[src/rtl/tdc_mc_core.sv]
// Multi-channel TDC: timestamps synchronised hit edges and round-robins them into a FWFT word FIFO.
// Optional macro TDC_FALLING_EDGE_EN adds falling-edge capture with a second pending entry per channel.
module tdc_mc_core #(
  parameter int CHANNELS   = 4,
  parameter int TS_WIDTH   = 16,
  parameter int FIFO_DEPTH = 16,
  parameter int LOST_WIDTH = 16,
  localparam int CH_BITS   = (CHANNELS > 1) ? $clog2(CHANNELS) : 1,
  localparam int WORD_W    = CH_BITS + 1 + TS_WIDTH
) (
  input  logic                  BUS_CLK,
  input  logic                  BUS_RST,
  input  logic                  TS_RESET,
  input  logic [CHANNELS-1:0]   ENABLE,
  input  logic [CHANNELS-1:0]   SIGNAL,
  output logic [WORD_W-1:0]     DATA_OUT,
  output logic                  DATA_VALID,
  input  logic                  DATA_READY,
  output logic                  FIFO_FULL,
  output logic [LOST_WIDTH-1:0] LOST_CNT,
  output logic [TS_WIDTH-1:0]   TS_VALUE
);
  localparam int AW     = $clog2(FIFO_DEPTH);
  localparam int DROP_W = $clog2(2 * CHANNELS + 1);

  logic [CHANNELS-1:0] sync_q1, sync_q2, sync_q3;
  logic [CHANNELS-1:0] rise_det, rise_pend, clr_rise, drop_rise;
  logic [CHANNELS-1:0] fall_pend, pend_any;
  logic [TS_WIDTH-1:0] rise_ts [CHANNELS];
  logic                gnt_valid, gnt_rise, pop, can_push;
  logic [CH_BITS-1:0]  gnt_ch, ptr, ptr_nxt;
  logic [WORD_W-1:0]   gnt_word;
  logic [DROP_W-1:0]   drop_n;
  logic [LOST_WIDTH:0] lost_sum;
  logic [WORD_W-1:0]   mem [FIFO_DEPTH];
  logic [AW-1:0]       wr_ptr, rd_ptr;
  logic [AW:0]         count, count_nxt;
  int                  idx;

  always_ff @(posedge BUS_CLK or posedge BUS_RST) begin
    if (BUS_RST) begin
      sync_q1  <= '0;
      sync_q2  <= '0;
      sync_q3  <= '0;
      TS_VALUE <= '0;
    end else begin
      sync_q1  <= SIGNAL;
      sync_q2  <= sync_q1;
      sync_q3  <= sync_q2;
      TS_VALUE <= TS_RESET ? '0 : TS_VALUE + TS_WIDTH'(1);
    end
  end

  assign rise_det  = sync_q2 & ~sync_q3 & ENABLE;
  assign drop_rise = rise_det & rise_pend & ~clr_rise;

  // An entry granted in the same cycle frees its slot, so a new edge then loads instead of dropping.
  always_ff @(posedge BUS_CLK or posedge BUS_RST) begin
    if (BUS_RST) begin
      rise_pend <= '0;
      for (int i = 0; i < CHANNELS; i++) rise_ts[i] <= '0;
    end else begin
      for (int i = 0; i < CHANNELS; i++) begin
        if (rise_det[i] && !(rise_pend[i] && !clr_rise[i])) begin
          rise_pend[i] <= 1'b1;
          rise_ts[i]   <= TS_VALUE;
        end else if (clr_rise[i]) begin
          rise_pend[i] <= 1'b0;
        end
      end
    end
  end

`ifdef TDC_FALLING_EDGE_EN
  logic [CHANNELS-1:0] fall_det, clr_fall, drop_fall;
  logic [TS_WIDTH-1:0] fall_ts [CHANNELS];

  assign fall_det  = ~sync_q2 & sync_q3 & ENABLE;
  assign drop_fall = fall_det & fall_pend & ~clr_fall;
  assign gnt_rise  = rise_pend[gnt_ch];
  assign gnt_word  = {gnt_ch, gnt_rise, gnt_rise ? rise_ts[gnt_ch] : fall_ts[gnt_ch]};

  always_ff @(posedge BUS_CLK or posedge BUS_RST) begin
    if (BUS_RST) begin
      fall_pend <= '0;
      for (int i = 0; i < CHANNELS; i++) fall_ts[i] <= '0;
    end else begin
      for (int i = 0; i < CHANNELS; i++) begin
        if (fall_det[i] && !(fall_pend[i] && !clr_fall[i])) begin
          fall_pend[i] <= 1'b1;
          fall_ts[i]   <= TS_VALUE;
        end else if (clr_fall[i]) begin
          fall_pend[i] <= 1'b0;
        end
      end
    end
  end

  always_comb begin
    clr_rise = '0;
    clr_fall = '0;
    if (gnt_valid) begin
      if (gnt_rise) clr_rise[gnt_ch] = 1'b1;
      else          clr_fall[gnt_ch] = 1'b1;
    end
  end

  always_comb begin
    drop_n = '0;
    for (int i = 0; i < CHANNELS; i++) begin
      if (drop_rise[i]) drop_n = drop_n + DROP_W'(1);
      if (drop_fall[i]) drop_n = drop_n + DROP_W'(1);
    end
  end
`else
  assign fall_pend = '0;
  assign gnt_rise  = 1'b1;
  assign gnt_word  = {gnt_ch, 1'b1, rise_ts[gnt_ch]};

  always_comb begin
    clr_rise = '0;
    if (gnt_valid) clr_rise[gnt_ch] = 1'b1;
  end

  always_comb begin
    drop_n = '0;
    for (int i = 0; i < CHANNELS; i++)
      if (drop_rise[i]) drop_n = drop_n + DROP_W'(1);
  end
`endif

  assign pend_any = rise_pend | fall_pend;
  assign pop      = DATA_VALID & DATA_READY;
  // A full FIFO still takes a word when the head is leaving in the same cycle.
  assign can_push = !FIFO_FULL || pop;

  always_comb begin
    gnt_valid = 1'b0;
    gnt_ch    = '0;
    idx       = 0;
    for (int i = 0; i < CHANNELS; i++) begin
      idx = int'(ptr) + i;
      if (idx >= CHANNELS) idx = idx - CHANNELS;
      if (!gnt_valid && can_push && pend_any[idx]) begin
        gnt_valid = 1'b1;
        gnt_ch    = CH_BITS'(idx);
      end
    end
  end

  // Holding the pointer after a rising grant lets the same channel's falling entry go next.
  always_comb begin
    ptr_nxt = ptr;
    if (gnt_valid) begin
      if (gnt_ch == CH_BITS'(CHANNELS - 1)) ptr_nxt = '0;
      else                                  ptr_nxt = gnt_ch + CH_BITS'(1);
      if (gnt_rise && fall_pend[gnt_ch])    ptr_nxt = gnt_ch;
    end
  end

  always_comb begin
    case ({gnt_valid, pop})
      2'b10:   count_nxt = count + (AW + 1)'(1);
      2'b01:   count_nxt = count - (AW + 1)'(1);
      default: count_nxt = count;
    endcase
  end

  assign lost_sum = {1'b0, LOST_CNT} + (LOST_WIDTH + 1)'(drop_n);

  always_ff @(posedge BUS_CLK or posedge BUS_RST) begin
    if (BUS_RST) begin
      ptr        <= '0;
      wr_ptr     <= '0;
      rd_ptr     <= '0;
      count      <= '0;
      DATA_VALID <= 1'b0;
      FIFO_FULL  <= 1'b0;
      LOST_CNT   <= '0;
    end else begin
      ptr        <= ptr_nxt;
      count      <= count_nxt;
      DATA_VALID <= (count_nxt != '0);
      FIFO_FULL  <= (count_nxt == (AW + 1)'(FIFO_DEPTH));
      if (gnt_valid) wr_ptr <= wr_ptr + AW'(1);
      if (pop)       rd_ptr <= rd_ptr + AW'(1);
      LOST_CNT   <= lost_sum[LOST_WIDTH] ? '1 : lost_sum[LOST_WIDTH-1:0];
    end
  end

  always_ff @(posedge BUS_CLK) begin
    if (gnt_valid) mem[wr_ptr] <= gnt_word;
  end

  assign DATA_OUT = DATA_VALID ? mem[rd_ptr] : '0;

endmodule
[config.mk]
export PLATFORM = sky130hd
export DESIGN_NAME = tdc_mc_core
export DESIGN_NICKNAME = d
export VERILOG_FILES = /design/src/rtl/tdc_mc_core.sv
export SDC_FILE = /design/constraint.sdc
export NUM_CORES = 1
export LEC_CHECK = 0
export BUFFER_PORTS_ARGS = -buffer_cell sky130_fd_sc_hd__clkbuf_2
export CAP_MARGIN = 20
export CORE_MARGIN = 2
export CORE_UTILIZATION = 50
export DETAILED_ROUTE_END_ITERATION = 8
export HOLD_SLACK_MARGIN = 0.15
export PLACE_DENSITY = 0.67
export SYNTH_ARGS = -nofsm -noshare
export SYNTH_HDL_FRONTEND = slang
export SYNTH_SLANG_ARGS = --single-unit
export TNS_END_PERCENT = 50
[constraint.sdc]
create_clock -name BUS_CLK -period 10.1 [get_ports BUS_CLK]
set_input_delay 1.515 -clock BUS_CLK [delete_from_list [all_inputs] [get_ports BUS_CLK]]
set_output_delay 1.515 -clock BUS_CLK [all_outputs]
set_load 0.02 [all_outputs]
---- Yosys cells after proc, flatten, opt, wreduce, memory -nomap -nowiden ----
Memory sizes are Yosys's and may differ from the RTL's.
Cells that the tools add are included.
storage, ports and cells
  bits of input ports ..................... 12
  word-level logic and storage cells ...... 146
  memories kept ........................... 1
  register bits after elaboration ......... 129
  output and inout bits ................... 53
  bits in writable memories ............... 288
memories
  name  depth  width  rd ports  clocked after memory_dff  write ports  RTL line  RTL
  mem   16     18     1         0                         1            35        logic [WORD_W-1:0] mem [FIFO_DEPTH];
operators by class
  add/sub/neg operators ................... 17
  mux-type cells .......................... 52
  magnitude comparators ................... 11
  equal/unequal tests ..................... 4
  reductions and logical operators ........ 34
  bitwise operators ....................... 8
operators by type and width
  cell                                                         count
  less-than comparator 32 x 4 -> 1 bit, second input constant  4
  2-to-1 mux 32 bit                                            4
  2-to-1 mux 16 bit                                            4
  binary-select mux 16 bit (select 2 bit)                      1
  2-to-1 mux 1 bit                                             25
  adder 4 x 1 -> 4 bit, second input constant                  5
  2-to-1 mux 19 bit                                            1
  adder 16 x 4 -> 17 bit                                       1
  adder 16 x 1 -> 16 bit, second input constant                1
  bitwise AND 4 bit                                            4
  logical AND 1 bit                                            16
  2-to-1 mux 4 bit                                             4
  >= comparator 3 bit, second input constant                   4
  zero test 1 bit                                              12
  2-to-1 mux 2 bit                                             6
  subtractor 3 x 3 -> 4 bit, second input constant             3
  binary-select mux 1 bit (select 2 bit)                       5
  one-hot mux 5 bit (2 select lines)                           1
  inverter 4 bit                                               2
  nonzero test 2 bit                                           4
  adder 2 x 2 -> 3 bit, second input constant                  2
  adder 5 x 1 -> 5 bit, second input constant                  1
  == test 5 bit, second input constant                         1
  nonzero test 5 bit                                           1
  other kinds (13)                                             14

---- Depth between registers and ports, before layout ----
  depth after elaboration ................. 35
  depth in mapped cells ................... 18
  depth with buffers taken out ............ 18

---- Worst setup path after synthesis ----
OpenSTA, ideal clock, no wires.
  path type ............................... input-to-reg
  start point ............................. input DATA_READY
  end point ............................... register LOST_CNT[15]
  data required time ...................... 9.975 ns
  data arrival time ....................... 4.733 ns
  path slack .............................. 5.243 ns
  stages on the path ...................... 16
  cells stage by stage .................... a21bo_2 o21ai_0 o31ai_1 or2_2 inv_1 ha_1 xor2_1 ha_1 mux2_2 ha_1 a21o_1 a21o_1 a21oi_1 nor3_1 nand3_1 mux2_2
between the ends
  cells in the longest elaborated chain, start to end .. 32
  elaborated cells between the ends (all ways) .. 37
  classes of those cells .................. 4 x add/sub; 2 x order compare; 16 x mux; 3 x bitwise; 12 x reduce/logical
ends and longest elaborated chain
  what                             RTL line  RTL
  start, declared                  18        input logic DATA_READY,
  bitwise AND 1 bit *              133       assign pop = DATA_VALID & DATA_READY;
  logical OR 1 bit *               135       assign can_push = !FIFO_FULL || pop;
  logical AND 1 bit                144       if (!gnt_valid && can_push && pend_any[idx]) begin
  2-to-1 mux 1 bit                 144
  zero test 1 bit                  144
  logical AND 1 bit (2 in series)  144
  2-to-1 mux 1 bit                 144
  zero test 1 bit                  144
  (+15 left out)                   -
  adder 4 x 1 -> 4 bit             128       if (drop_rise[i]) drop_n = drop_n + DROP_W'(1);
  2-to-1 mux 4 bit                 128
  adder 4 x 1 -> 4 bit             128
  2-to-1 mux 4 bit                 128
  adder 4 x 1 -> 4 bit             128
  2-to-1 mux 4 bit *               128
  adder 16 x 4 -> 17 bit *         169       assign lost_sum = {1'b0, LOST_CNT} + (LOST_WIDTH + 1)'(drop_n);
  2-to-1 mux 16 bit *              187       LOST_CNT <= lost_sum[LOST_WIDTH] ? '1 : lost_sum[LOST_WIDTH-1:0];
  end signal, assigned             187
  end, declared                    20        output logic [LOST_WIDTH-1:0] LOST_CNT,
Every way passes the cells marked *; elsewhere a longest branch is shown, timed or not.
A chain may end at the register's enable or synchronous reset.

---- Worst setup path in the final report ----
  start point ............................. register rd_ptr[0]
  end point ............................... output DATA_OUT[18]
between the ends
  cells in the longest elaborated chain, start to end .. 2
ends and longest elaborated chain
  what                    RTL line  RTL
  start, declared         36        logic [AW-1:0] wr_ptr, rd_ptr;
  start signal, assigned  186       if (pop) rd_ptr <= rd_ptr + AW'(1);
  memory (16 x 18 bit)    -
  2-to-1 mux 19 bit       195       assign DATA_OUT = DATA_VALID ? mem[rd_ptr] : '0;
  end, declared           16        output logic [WORD_W-1:0] DATA_OUT,
No other way between the ends.

==> flow_summary.toml <==
[floorplan]
start_util_pct = 50.3
num_io_pins = 65
dieArea_um2 = 36000
die_height_um = 190
die_x_um = 190
core-area_um2 = 34300
row_count = 68

[setup_path]
start_kind = "flop"
crit_required_ns = 8.59
worstSetupStartpoint = "rd_ptr[0]$_DFFE_PP0P_"
crit_arrival_ns = 3.72
crit_type = "flop to primary output"
endpoint_kind = "primary output"
r2r_start = "DATA_VALID$_DFF_PP0_"
path_max_fanout = 44

[global_route]
track_usage_pct = 19.4
grt-ovfl-total = 0
antenna_found_initial = 1
grt_pass1_wl_um = 52800
grt_max_degree = 76
grt_pass1_vias = 8867

[power]
p_per_area_nw_per_um2 = 343
max-vdd-ir-drop_mv = 0.204
leakagePower_uw = 0.00759

[placed_design]
placed_area_um2 = 18100
io_buffers = 64
hpwl_um = 19600
gp_congestion = 0.751

[cts]
clockBufferDepth = 3
numCtsBuffers = 43
post_cts_resized = 0
clock_sinks = 417
hold_buffers = 0
tritoncts = "built"
cts_setup_buffers = 0
clkTransAtPathRegs_ns = 0.06
clock_latency_ns = 0.56
htreeDepth = 2
clk_root_buffer_cell = "clkbuf_16"

[routing]
vias = 8639
vias_per_cell = 5.54
drt_iter0_drc = 753
final_antenna_net_count = 0
drc_errors = 0
routed_wl_um = 33400
drt_first_pass_iters = 5
post_drt_wl_per_cell_um = 21.4

[timing]
worst_slew_pin_slew_ns = 1.14
rsz0062_at_grt = "no"
max_freq_mhz = 191
maxSlewViolCount = 0
fin_crit_sh_pct = 51.8
fin_tns_setup_ns = 0
fin_crit_ns = 5.23
fin_skew_ns = 0.0287
relSlewSlack_pct = 24.2
setup_viol = 0
hold_viol = 0

[yosys]
syn_area_um2 = 17300
synth.ff_latch_count = 417
async_flop_share_pct = 30.9
ys_seq_area_share_pct = 68.8
syn_inst = 963
synth_fp_nets = 995
synth_warnings = 0
synth_ff_type = "edfxtp_1"
synth-edff-count = 288
avgSynthCellArea_um2 = 17.9
ys_types = 53

[cells_and_area]
n_antenna_cell = 0
final_nets = 1100
stdcell_area_um2 = 19700
drive_above_1_share_pct = 31.9
syn_to_final_growth_pct = 14.0

[hold_path]
hp-class = "flop to flop"
worstHoldStart = "sync_q1[2]$_DFF_PP0_"

[outcome]
status = "finished, final reports clean"

[run]
cap_violations = 0
## cells in the mapped netlist (2+ instances only)
cell,number,area share (%)
a21o_1,4,0.17
a21oi_1,29,0.84
and2_1,37,1.3
and3_1,4,0.14
and4_1,2,0.10
buf_12,2,0.23
buf_2,10,0.29
buf_4,3,0.13
buf_6,3,0.20
clkbuf_1,26,0.57
dfrtp_1,129,19
edfxtp_1,288,50
fa_1,2,0.23
ha_1,18,1.3
inv_1,24,0.52
mux2_1,2,0.13
mux2_2,63,4.1
mux2_4,20,1.7
mux2i_1,19,1.1
mux4_2,90,12
nand2_1,35,0.76
nand2b_1,4,0.14
nand3_1,13,0.38
nand3b_1,3,0.13
nand4_1,6,0.22
nor2_1,43,0.94
nor2b_1,4,0.14
nor3_1,11,0.32
o21ai_0,8,0.23
or2_2,2,0.072
or3_1,4,0.14
or4_1,2,0.087
xnor2_1,19,0.96
xor2_1,15,0.76
## registers in the layout, indices dropped and copies added, names as in the netlist
| signal | count |
|---|---|
| FIFO_FULL | 1 |
| rd_ptr | 4 |
| DATA_VALID | 1 |
| rise_ts | 64 |
| sync_q2 | 4 |
| count | 5 |
| sync_q3 | 4 |
| wr_ptr | 4 |
| sync_q1 | 4 |
| pend_any | 4 |
| ptr | 2 |
| mem | 288 |
| TS_VALUE | 16 |
| LOST_CNT | 16 |
## cell type report
class                   count  area, um2
clock buffers              60       1160
clock inverters            20        255
fillers                  2601      14600
inverters                  24       92.6
multi-input cells         477       5060
flip-flops and latches    417      11900
well taps                 455        569
repair buffers            105        671
## cells in the final DEF, fill, tap and decap left out, types with 8 or more instances in the layout
| cell type | count |
|---|---|
| nor3_1 | 10 |
| mux2_2 | 63 |
| clkbuf_1 | 15 |
| dfrtp_1 | 127 |
| mux2i_1 | 19 |
| clkbuf_16 | 43 |
| a21oi_1 | 28 |
| buf_4 | 36 |
| and2_1 | 37 |
| inv_1 | 23 |
| nand3_1 | 13 |
| mux4_2 | 90 |
| xnor2_1 | 19 |
| clkbuf_2 | 64 |
| nand2_1 | 35 |
| nor2_1 | 43 |
| xor2_1 | 15 |
| edfxtp_1 | 288 |
| mux2_4 | 20 |
| ha_1 | 18 |
| o21ai_0 | 8 |
## worst paths after layout
kind / to / slack [ns] / depth (start not counted)
worst max-delay path: DATA_OUT[18] / 4.87 / 5
worst min-delay path: sync_q2[2]$_DFF_PP0_ / 0.35 / 0
worst max register to register: LOST_CNT[15]$_DFF_PP0_ / 5.14 / 15
worst min register to register: sync_q2[2]$_DFF_PP0_ / 0.35 / 0
max in group asynchronous: TS_VALUE[13]$_DFF_PP0_ / 7.65 / 3
min in group asynchronous: sync_q3[0]$_DFF_PP0_ / 1.08 / 2
## stage by stage
step	instances	hold slack (ns)	utilization (%)	total power, uW	setup WS [ns]
after floorplan	963	0.331	-	4400	5.14
after global placement	1463	0.332	52.8	5080	4.56
after detailed placement	1465	0.335	52.9	5160	4.46
after CTS	1545	0.348	57.1	6740	4.71
after global routing	1558	0.360	57.4	7120	4.57
final	1558	0.346	57.4	6760	4.87
## logic make-up (layout without fill, tap and decap cells)
family	Yosys count	after routing	synth area share [%]
AO/OA/AOI/OAI	50	50	1.81
XOR/XNOR	34	34	1.73
adder cells (fa/ha/maj)	20	20	1.54
buffers and inverters	69	209	1.96
flip-flops	417	417	68.8
multiplexers	194	194	18.8
other	1	1	0.0217
AND/OR/NAND/NOR	178	178	5.32
## routing by layer
layer	track usage (%)	up-vias	share of wire (%)
met1	27.8	4461	44
met5	0	-	0
met2	31.7	223	49
met4	5.43	0	2.2
li1	-	3901	-
met3	2.58	54	5.1
## power breakdown
group	switching [uW]	total, uW	internal [uW]
combinational	1400	2390	994
clock	644	1580	937
sequential	173	2790	2610
## critical path: stages (launching register included)
cell	delay (ns)
dfrtp_4	0.85
buf_4	0.83
mux4_2	0.61
mux4_2	0.54
and2_1	0.19
clkbuf_2	0.15
Power figures use the tool's default switching activity.
